<file path="config.mk">
export PLATFORM = sky130hd
export DESIGN_NAME = led_blink_arbiter_flat
export DESIGN_NICKNAME = d
export VERILOG_FILES = /design/src/rtl/led_blink_arbiter_if.sv /design/src/rtl/led_blink_arbiter.sv /design/src/flat_wrapper.sv
export SDC_FILE = /design/constraint.sdc
export NUM_CORES = 1
export LEC_CHECK = 0
export CAP_MARGIN = 20
export CORE_ASPECT_RATIO = 1.75
export CORE_MARGIN = 3
export CORE_UTILIZATION = 40
export DETAILED_ROUTE_END_ITERATION = 6
export SETUP_SLACK_MARGIN = 0.3
export SLEW_MARGIN = 25
export SYNTH_ARGS = -nofsm -noshare
export SYNTH_HDL_FRONTEND = slang
export SYNTH_SLANG_ARGS = --single-unit
</file>
<file path="constraint.sdc">
create_clock -name clk -period 4 [get_ports clk]
set_input_delay 1.2 -clock clk [delete_from_list [all_inputs] [get_ports clk]]
set_output_delay 1.2 -clock clk [all_outputs]
set_load 0.02 [all_outputs]
</file>
<file path="src/rtl/led_blink_arbiter_if.sv">
// led_blink_arbiter_if
//   Groups the request/pattern/grant signals of the LED blink arbiter.
//   Suffixes are from the arbiter's point of view: _i into the arbiter,
//   _o out of it.
//   req_i      [1:0]        request level per requester
//   on_len_i   [2*CNT_W-1:0] LED-on length, slice i = requester i
//   off_len_i  [2*CNT_W-1:0] LED-off length, slice i = requester i
//   blinks_i   [2*BLK_W-1:0] blink count, slice i = requester i
//   gnt_o      [1:0]        one-hot grant
//   done_o     [1:0]        one-cycle completion pulse
//   busy_o                  sequence in progress
//   led_o                   LED drive
interface led_blink_arbiter_if #(
  parameter int CNT_W = 16,
  parameter int BLK_W = 8
) ();
  logic [1:0]         req_i;
  logic [2*CNT_W-1:0] on_len_i;
  logic [2*CNT_W-1:0] off_len_i;
  logic [2*BLK_W-1:0] blinks_i;
  logic [1:0]         gnt_o;
  logic [1:0]         done_o;
  logic               busy_o;
  logic               led_o;

  modport master (
    output req_i, on_len_i, off_len_i, blinks_i,
    input  gnt_o, done_o, busy_o, led_o
  );

  modport slave (
    input  req_i, on_len_i, off_len_i, blinks_i,
    output gnt_o, done_o, busy_o, led_o
  );
endinterface

</file>
<file path="src/rtl/led_blink_arbiter.sv">
// led_blink_arbiter
//   Round-robin arbiter between two requesters sharing one LED. The winner's
//   on/off/blink pattern is latched at grant and played out; done pulses one
//   cycle after the last OFF phase, and dropping the request mid-sequence aborts.
//   clk    rising-edge clock
//   reset  asynchronous, active-high reset
//   bus    led_blink_arbiter_if slave modport (req/pattern in, gnt/done/busy/led out)
//
//   state | meaning
//   ------+-------------------------------------------------------------
//   IDLE  | no LED activity; may hold a zero-blink grant for one cycle
//   ON    | LED high, phase counter counting down the on length
//   OFF   | LED low, phase counter counting down the off length
module led_blink_arbiter #(
  parameter int CNT_W = 16,
  parameter int BLK_W = 8
) (
  input  logic              clk,
  input  logic              reset,
  led_blink_arbiter_if.slave bus
);

  typedef enum logic [1:0] {
    ST_IDLE = 2'd0,
    ST_ON   = 2'd1,
    ST_OFF  = 2'd2
  } state_t;

  localparam logic [CNT_W-1:0] CNT_ONE = {{(CNT_W-1){1'b0}}, 1'b1};
  localparam logic [BLK_W-1:0] BLK_ONE = {{(BLK_W-1){1'b0}}, 1'b1};

  state_t             state_q, state_d;
  logic [1:0]         gnt_q, gnt_d;
  logic [1:0]         done_q, done_d;
  logic               led_q, led_d;
  logic               prio_q, prio_d;
  logic [CNT_W-1:0]   ph_cnt_q, ph_cnt_d;
  logic [BLK_W-1:0]   blk_cnt_q, blk_cnt_d;
  logic [CNT_W-1:0]   on_ld_q, on_ld_d;
  logic [CNT_W-1:0]   off_ld_q, off_ld_d;

  logic               sel;
  logic               gidx;
  logic [CNT_W-1:0]   sel_on;
  logic [CNT_W-1:0]   sel_off;
  logic [BLK_W-1:0]   sel_blk;

  // Phase length L is loaded as L-1 so the counter ends at zero; 0 acts as 1.
  function automatic logic [CNT_W-1:0] len_to_load(input logic [CNT_W-1:0] len);
    return (len == '0) ? '0 : (len - CNT_ONE);
  endfunction

  // Pointer only matters when both request; a lone requester always wins.
  assign sel     = (bus.req_i == 2'b11) ? prio_q : bus.req_i[1];
  assign gidx    = gnt_q[1];
  assign sel_on  = sel ? bus.on_len_i[2*CNT_W-1:CNT_W]  : bus.on_len_i[CNT_W-1:0];
  assign sel_off = sel ? bus.off_len_i[2*CNT_W-1:CNT_W] : bus.off_len_i[CNT_W-1:0];
  assign sel_blk = sel ? bus.blinks_i[2*BLK_W-1:BLK_W]  : bus.blinks_i[BLK_W-1:0];

  always_comb begin
    state_d   = state_q;
    gnt_d     = gnt_q;
    done_d    = 2'b00;
    led_d     = 1'b0;
    prio_d    = prio_q;
    ph_cnt_d  = ph_cnt_q;
    blk_cnt_d = blk_cnt_q;
    on_ld_d   = on_ld_q;
    off_ld_d  = off_ld_q;

    case (state_q)
      ST_IDLE: begin
        if (gnt_q != 2'b00) begin
          // Zero-blink grant: complete on the edge after the grant.
          gnt_d  = 2'b00;
          done_d = gnt_q;
          prio_d = ~gidx;
        end else if (bus.req_i != 2'b00) begin
          gnt_d    = sel ? 2'b10 : 2'b01;
          on_ld_d  = len_to_load(sel_on);
          off_ld_d = len_to_load(sel_off);
          if (sel_blk != '0) begin
            state_d   = ST_ON;
            led_d     = 1'b1;
            ph_cnt_d  = len_to_load(sel_on);
            blk_cnt_d = sel_blk - BLK_ONE;
          end
        end
      end

      ST_ON: begin
        if (!bus.req_i[gidx]) begin
          state_d   = ST_IDLE;
          gnt_d     = 2'b00;
          prio_d    = ~gidx;
          ph_cnt_d  = '0;
          blk_cnt_d = '0;
        end else if (ph_cnt_q == '0) begin
          state_d  = ST_OFF;
          ph_cnt_d = off_ld_q;
        end else begin
          led_d    = 1'b1;
          ph_cnt_d = ph_cnt_q - CNT_ONE;
        end
      end

      ST_OFF: begin
        if (!bus.req_i[gidx]) begin
          state_d   = ST_IDLE;
          gnt_d     = 2'b00;
          prio_d    = ~gidx;
          ph_cnt_d  = '0;
          blk_cnt_d = '0;
        end else if (ph_cnt_q == '0) begin
          if (blk_cnt_q == '0) begin
            state_d = ST_IDLE;
            gnt_d   = 2'b00;
            done_d  = gnt_q;
            prio_d  = ~gidx;
          end else begin
            state_d   = ST_ON;
            led_d     = 1'b1;
            ph_cnt_d  = on_ld_q;
            blk_cnt_d = blk_cnt_q - BLK_ONE;
          end
        end else begin
          ph_cnt_d = ph_cnt_q - CNT_ONE;
        end
      end

      default: begin
        state_d = ST_IDLE;
        gnt_d   = 2'b00;
      end
    endcase
  end

  always_ff @(posedge clk or posedge reset) begin
    if (reset) begin
      state_q   <= ST_IDLE;
      gnt_q     <= 2'b00;
      done_q    <= 2'b00;
      led_q     <= 1'b0;
      prio_q    <= 1'b0;
      ph_cnt_q  <= '0;
      blk_cnt_q <= '0;
      on_ld_q   <= '0;
      off_ld_q  <= '0;
    end else begin
      state_q   <= state_d;
      gnt_q     <= gnt_d;
      done_q    <= done_d;
      led_q     <= led_d;
      prio_q    <= prio_d;
      ph_cnt_q  <= ph_cnt_d;
      blk_cnt_q <= blk_cnt_d;
      on_ld_q   <= on_ld_d;
      off_ld_q  <= off_ld_d;
    end
  end

  assign bus.gnt_o  = gnt_q;
  assign bus.done_o = done_q;
  assign bus.led_o  = led_q;
  assign bus.busy_o = (state_q == ST_ON) || (state_q == ST_OFF);

endmodule

</file>
<file path="src/flat_wrapper.sv">
// flat-port wrapper written by rule: the top's interface ports become plain ports
module led_blink_arbiter_flat 
#(
  parameter int CNT_W = 16,
  parameter int BLK_W = 8
)
  (clk, reset, bus_req_i, bus_on_len_i, bus_off_len_i, bus_blinks_i, bus_gnt_o, bus_done_o, bus_busy_o, bus_led_o);
  led_blink_arbiter_if #(.CNT_W(CNT_W), .BLK_W(BLK_W)) bus_i ();
  input  logic clk;
  input  logic reset;
  input wire logic [$bits(bus_i.req_i)-1:0] bus_req_i;
  input wire logic [$bits(bus_i.on_len_i)-1:0] bus_on_len_i;
  input wire logic [$bits(bus_i.off_len_i)-1:0] bus_off_len_i;
  input wire logic [$bits(bus_i.blinks_i)-1:0] bus_blinks_i;
  output wire logic [$bits(bus_i.gnt_o)-1:0] bus_gnt_o;
  output wire logic [$bits(bus_i.done_o)-1:0] bus_done_o;
  output wire logic [$bits(bus_i.busy_o)-1:0] bus_busy_o;
  output wire logic [$bits(bus_i.led_o)-1:0] bus_led_o;
  assign bus_i.req_i = bus_req_i;
  assign bus_i.on_len_i = bus_on_len_i;
  assign bus_i.off_len_i = bus_off_len_i;
  assign bus_i.blinks_i = bus_blinks_i;
  assign bus_gnt_o = bus_i.gnt_o;
  assign bus_done_o = bus_i.done_o;
  assign bus_busy_o = bus_i.busy_o;
  assign bus_led_o = bus_i.led_o;
  led_blink_arbiter #(.CNT_W(CNT_W), .BLK_W(BLK_W)) u_core (.clk(clk), .reset(reset), .bus(bus_i));
endmodule
</file>
==> metrics, run 1 <==
fin nets 889; average size of a mapped cell between 8 and 9 µm²; Max FO, Critical Path 16; die extent in y 159 µm; Critical Path End u_core.blk_cnt_q[5]; Final Setup Violations 0; clk buf depth 2; CTS sink cnt 64; Adder-Cell Fraction of Synth Area 3.04%; Routed Wire Length 18.8 mm; RSZ-0062 raised after global routing yes; global-route usage over all layers between 20% and 30%; crit start category primary input; FF-to-FF setup slack 1020 ps; mux cell area share after synthesis 6.61%; met1 wire length 7.52 mm; Req. time, crit path 4220 ps; hold buffer count at cts 0; worst IR drop on VDD about 0.00024 V; post-DP HPWL roughly 15 mm; antenna cells 0; max_cap viols 0; CP startpoint bus_req_i[1]; Vias 5765; area of the die around 15000 µm²; later-pin clock latency in the skew report 330 ps; top cell family by delay on the critical path buffers and inverters; primary flip-flop cell chosen by synthesis mapping dfrtp_1; largest family of logic cells by synthesized area compound AO/OA/AOI/OAI gates; pin count of the biggest net entering global routing 31; number of global-route vias before repair 5794; compound-gate portion of the synthesized area approximately 25%; CTS Buf Count 9; number of fill cells between 1000 and 1500; DP Worst Slack -127 ps; via/cell ratio about 6.0; LEAKAGE 2.96 nW; core box area 13000 µm²; Slew headroom ~50%; total congestion overflow 0; Synth Cell Area 5360 µm²; Final Instance Count excl. Fillers 968; # DRC 0; Worst Hold Depth 2; Setup Skew 6.95 ps; Reg2Reg Depth 9; simple-gate share of the synthesized area roughly a quarter; crit-path cells clkdlybuf4s50_1 -> buf_6 -> nand2_2 -> buf_4 -> mux2i_1 -> ha_1 -> nor3b_1 -> o211ai_1 -> a31oi_4 -> nor4_4 -> buf_6 -> o21ai_0 -> a22o_1; drt wl/cell about 19 µm; syn_nets roughly 760; IO buf count 89; flops & latches, synth 64; final worst path period share 89.5%; cell mode on critical path buf_6; Crit Path Category in -> reg; most frequent cells in the layout clkdlybuf4s50_1, buf_4, dfrtp_1; clk slew on worst S/H paths around 60 ps; first-pass GRT wire length 30.2 mm; CTS Root Cell clkbuf_16; Setup WS post-layout 418 ps; Cell Rows 55; sequential share of the synthesized area 29.9%; final-report max-slew violation count 0; RePlAce Congestion 0.942; # IOs 90; Worst path max stage delay 470 ps; Top Layer Used met4; Buf/Inv on CP 4; reg2reg end u_core.ph_cnt_q[12]; outcome completed; crit end category flip-flop; f_max 0.279 GHz; critical path's slowest cell clkdlybuf4s50_1; H-tree Lvls 3; Post-synth ARST share 100%; XOR/XNOR share of the synthesized area 6.37%; drt pass-1 iters 5; initial core utilization 41.2%; Detail Route Antenna Nets 0; layout cells sized above 1 14.9%; Final Hold Fails 0; Initial DRC Count 319; initial antenna violation count 0; Post-synth EDFFs 0; Met3 Routed Length 691 µm; worst slew pin tran 744 ps; pwr dens 599 nW/µm²; TritonCTS clock tree yes; post-synthesis cell count 658; worst r2r src u_core.ph_cnt_q[1]; CP arrival 3800 ps; most common cell after layout, fill and taps aside clkdlybuf4s50_1; Area Growth Syn to Fin 35.7%; Netlist cell types 65; placed cells 951; met2 WL 9.87 mm; YS warnings 0; Die Wd 93.5 µm; Worst path depth 13; worst hold path type reg -> reg; minimum clock period 3580 ps
## final cells by class
type / count / area (µm²) / share of cell area [%]
clock inverter: 1 / 7.51 / 0.103
inverter: 18 / 67.6 / 0.929
sequential: 64 / 1600 / 22.0
tap: 171 / 214 / 2.94
clock buffer: 15 / 298 / 4.10
multi-input combinational: 538 / 3630 / 49.9
timing repair buffer: 161 / 1450 / 20.0
## Yosys cell counts, types with 3 or more instances
cell type,n,share of area [%]
a22oi_1,7,0.98
a21oi_1,29,2.7
o22ai_1,3,0.35
mux2i_1,32,6.0
a21boi_0,3,0.42
a222oi_1,3,0.56
and4_1,3,0.49
nand4_1,11,1.3
o21ai_0,54,5.0
o31ai_1,14,2.0
nor4_1,14,1.6
nand2b_1,4,0.47
a221oi_1,4,0.65
nor2b_1,4,0.47
buf_1,6,0.42
nor3_1,25,2.3
a31oi_1,12,1.4
clkbuf_1,27,1.9
xor2_1,16,2.6
or3_1,7,0.82
nor2_1,52,3.6
nand4b_1,5,0.82
xnor2_1,23,3.8
a22o_1,23,3.8
nor4b_1,4,0.65
nor3b_1,3,0.42
o2111ai_1,4,0.65
dfrtp_1,64,30
mux2_2,3,0.63
or4_1,11,1.5
nand3_1,23,2.1
a211oi_1,7,0.98
ha_1,13,3.0
or2_2,3,0.35
and2_1,4,0.47
nand2_1,63,4.4
o21a_1,3,0.42
inv_1,18,1.3
o211ai_1,11,1.5
and3_1,4,0.47
buf_2,5,0.47
## kinds of logic (layout without fill, tap and decap cells)
| group | count (synthesis) | count (layout) |
|---|---|---|
| DFF | 64 | 64 |
| muxes | 35 | 35 |
| adders and majority gates | 13 | 13 |
| AOI/OAI and AO/OA | 199 | 199 |
| buffers and inverters | 56 | 195 |
| and+or+nand+nor | 252 | 252 |
| xor gates and xnor gates | 39 | 39 |
## registers in the layout (all words and copies together), names as in the netlist
signal and flops:
u_core.bus.led_o 1, u_core.ph_cnt_q 16, u_core.blk_cnt_q 8, u_core.prio_q 1, u_core.on_ld_q 16, u_core.off_ld_q 16, u_core.state_q 2, u_core.bus.gnt_o 2
u_core.bus.done_o 2
## worst reg2reg max path, stage by stage (launching register included)
cell	delay (ps)
dfrtp_1	460
inv_1	110
ha_1	130
or4b_2	660
or4_1	560
buf_4	230
o21ai_0	380
a21oi_1	110
a21oi_1	140
a211oi_1	90
## how the worst min path moves through the flow
stage	slack [ps]	end	from
global placement	450	u_core.on_ld_q[2]	u_core.on_ld_q[2]
CTS	470	u_core.on_ld_q[8]	u_core.on_ld_q[8]
global route	490	u_core.on_ld_q[12]	u_core.on_ld_q[12]
finish	470	u_core.on_ld_q[6]	u_core.on_ld_q[6]
detailed placement	460	u_core.on_ld_q[8]	u_core.on_ld_q[8]
floorplan	430	u_core.on_ld_q[2]	u_core.on_ld_q[2]
## power breakdown
group	total (mW)	internal, mW	switching (mW)	leakage (nW)
Combinational	2.30	1.01	1.30	2.02
Sequential	1.27	0.965	0.306	0.793
Clock	0.781	0.504	0.277	0.148
## layer usage
| metal | vias to the layer above | GRT usage, % |
|---|---|---|
| met4 | 0 | 10.7 |
| met5 | - | 0 |
| met2 | 178 | 45.0 |
| met3 | 37 | 2.51 |
| li1 | 2768 | - |
| met1 | 2782 | 31.2 |
## per-stage QoR
stage	total power [mW]	instance area (µm²)	utilization (%)	setup TNS, ps	hold WS (ps)
final	4.36	7270	55.9	0	466
after global routing	4.68	7270	55.9	0	489
after CTS	4.33	7210	55.4	0	467
after detailed placement	3.54	6900	53.1	-1150	456
after global placement	3.48	6900	53.1	-53.9	450
after floorplan	2.69	5410	-	0	433
## timing repair
| action | CTS | global route |
|---|---|---|
| endpoints found under the setup margin | 13 | 32 |
| buffers inserted | 0 | 1 |
| pin swaps | 0 | 6 |
| gates resized for setup | 1 | 13 |
No activity file was read; power rests on OpenSTA's default activity.
==> run 2: changes to the inputs <==
--- a/config.mk
+++ b/config.mk
@@ -7,7 +7,7 @@
 export LEC_CHECK = 0
 export CAP_MARGIN = 20
 export CORE_ASPECT_RATIO = 1.75
-export CORE_MARGIN = 3
+export CORE_MARGIN = 2
 export CORE_UTILIZATION = 40
 export DETAILED_ROUTE_END_ITERATION = 6
 export SETUP_SLACK_MARGIN = 0.3
==> constraint.sdc (replaced) <==
create_clock -name clk -period 4 [get_ports clk]
set_input_delay 1 -clock clk [delete_from_list [all_inputs] [get_ports clk]]
set_output_delay 1 -clock clk [all_outputs]
set_load 0.02 [all_outputs]
==> run 2 against run 1 <==
Effect of this change:
- global-route usage is 0.57 points lower
- clock-buffer cell count is 5 lower
- clock skew is 0.57 ps higher
- cell area is 2.4% lower
- via count is 3.1% lower
- die area is 3.4% lower
- worst hold slack worse by 6.7 ps
- sequential share of layout area is 0.54 points higher
- sequential power hardly changed
- routed wire length is 4.6% lower
- register-to-register slack worse by 210 ps
- fmax is 1.1% higher
- critical endpoint is now u_core.blk_cnt_q[4]
- largest cell class unchanged
==> metrics, run 2 (synthesized netlist as in run 1, its figures left out) <==
# DRC 0 (unchanged); Final Setup Violations 0 (unchanged); crit end category flip-flop; initial core utilization 40.5% (-0.74 points); minimum clock period 3540 ps (-37.5 ps); outcome completed; worst IR drop on VDD 0.000232 V (-4.7%); # IOs 90 (unchanged); clk slew on worst S/H paths 50 ps (about the same); Worst path max stage delay 510 ps (+40 ps); Setup Total Neg Slack 0 ps (unchanged); RePlAce Congestion 0.931 (-1.2%); initial antenna violation count 0 (unchanged); largest registers u_core.off_ld_q: 16 flops, u_core.on_ld_q: 16 flops, u_core.ph_cnt_q: 16 flops; LEAKAGE 2.83 nW (-4.2%); Req. time, crit path 4220 ps (about the same); final worst path period share 88.6% (-0.94 points); TritonCTS clock tree yes; Vias 5589 (-3.1%); drt wl/cell 18.9 µm (-2.4%); CTS sink cnt 64 (unchanged); Crit Path Category in -> reg; final-report max-slew violation count 0 (unchanged); Detail Route Antenna Nets 0 (unchanged); Cell Rows 56 (+1.8%); H-tree Lvls 3 (unchanged); f_max 0.282 GHz (+1.1%); worst hold path type reg -> reg; area of the die 14400 µm² (-3.4%); pwr dens 613 nW/µm² (+2.3%); first-pass GRT wire length 28.2 mm (-6.8%); hold buffer count at cts 0 (unchanged); die extent in y 157 µm (-1.3%); max_cap viols 0 (unchanged); fin nets 866 (-2.6%); IO buf count 89 (unchanged); post-DP HPWL 14.5 mm (-5.7%); Area Growth Syn to Fin 32.5%; layout cells sized above 1 11.8% (-3.1 points); worst slew pin tran 816 ps (+71.9 ps); Initial DRC Count 291 (-8.8%); clk buf depth 2 (unchanged); antenna cells 0 (unchanged); Max FO, Critical Path 12 (-4); CTS Buf Count 9 (unchanged); FF-to-FF setup slack 810 ps (-210 ps); Setup Skew 7.52 ps (+0.572 ps); cell mode on critical path buf_4; Routed Wire Length 17.9 mm (-4.6%); CP arrival 3760 ps (-40 ps); drt pass-1 iters 5 (unchanged); most frequent cells in the layout clkdlybuf4s50_1, dfrtp_1, nand2_1; RSZ-0062 raised after global routing yes; Die Wd 91.5 µm (-2.1%); later-pin clock latency in the skew report 330 ps (about the same); global-route usage over all layers 25.0% (-0.57 points); Final Hold Fails 0 (unchanged); crit-path cells clkdlybuf4s50_1 -> nor2b_2 -> o21ai_1 -> a21boi_1 -> ha_1 -> nor4b_1 -> nand4_1 -> a31oi_4 -> nor4_4 -> buf_4 -> buf_4 -> a22o_1; core box area 13200 µm² (+1.8%); Final Power 4.35 mW (-0.12%); CTS Root Cell clkbuf_16; crit start category primary input; critical path's slowest cell clkdlybuf4s50_1; Slew headroom 45.6% (-4.3 points); number of global-route vias before repair 5518 (-4.8%); total congestion overflow 0 (unchanged); pin count of the biggest net entering global routing 65 (+110%); via/cell ratio 5.91 (-0.80%); most common cell after layout, fill and taps aside clkdlybuf4s50_1; worst hold margin 459 ps (-6.70 ps)
[run 2: metrics by stage]
step	instances	setup slack [ps]	cell area (µm²)	utilization (%)
after floorplan	658	315	5370	-
after global placement	928	-31.4	6690	50.5
after detailed placement	928	-172	6690	50.5
after CTS	946	331	7050	53.2
after global routing	946	298	7100	53.6
final	946	455	7100	53.6
[run 2: what timing repair did]
item | 4_1_cts | 5_1_grt
setup buffers | 4 | 0
endpoints found under the setup margin | 8 | 32
gates resized for setup | 1 | 13
pin swaps | 1 | 0
endpoints found under the hold margin | 0 | 0
[run 2: critical path, delay by kind of cell]
| family | cells | cell delay, ps |
|---|---|---|
| buffers and inverters | 3 | 840 |
| AO/OA/AOI/OAI | 4 | 980 |
| AND/OR/NAND/NOR | 4 | 740 |
| adder cells (fa/ha/maj) | 1 | 190 |
[run 2: final timing paths]
kind	from	end	depth (start not counted)
worst max register to register	u_core.ph_cnt_q[0]	u_core.blk_cnt_q[2]	9
worst min-delay path	u_core.on_ld_q[4]	u_core.on_ld_q[4]	2
max in group asynchronous	reset	u_core.off_ld_q[7]	3
worst max-delay path	bus_req_i[0]	u_core.blk_cnt_q[4]	12
worst min register to register	u_core.on_ld_q[4]	u_core.on_ld_q[4]	2
min in group asynchronous	reset	u_core.bus.done_o[0]	3
[run 2: layout make-up]
cell class | count | area (µm²)
Sequential cell | 64 | 1600
Timing Repair Buffer | 138 | 1280
Inverter | 18 | 67.6
Clock inverter | 4 | 95.1
Clock buffer | 10 | 229
Fill cell | 1254 | 6140
Tap cell | 174 | 218
Multi-Input combinational cell | 538 | 3610
[run 2: power by group]
part	switching, mW	internal (mW)
registers	0.289	0.966
logic	1.25	0.973
clock network	0.270	0.600
[run 2: layer usage]
layer	share of wire (%)	wire length [µm]	vias to the layer above	GRT usage (%)
met5	0	0	-	0
met4	4.1	731	0	13.5
met1	39	7040	2652	28.5
met3	4.8	855	39	4.02
met2	52	9290	183	44.4
li1	-	-	2715	-
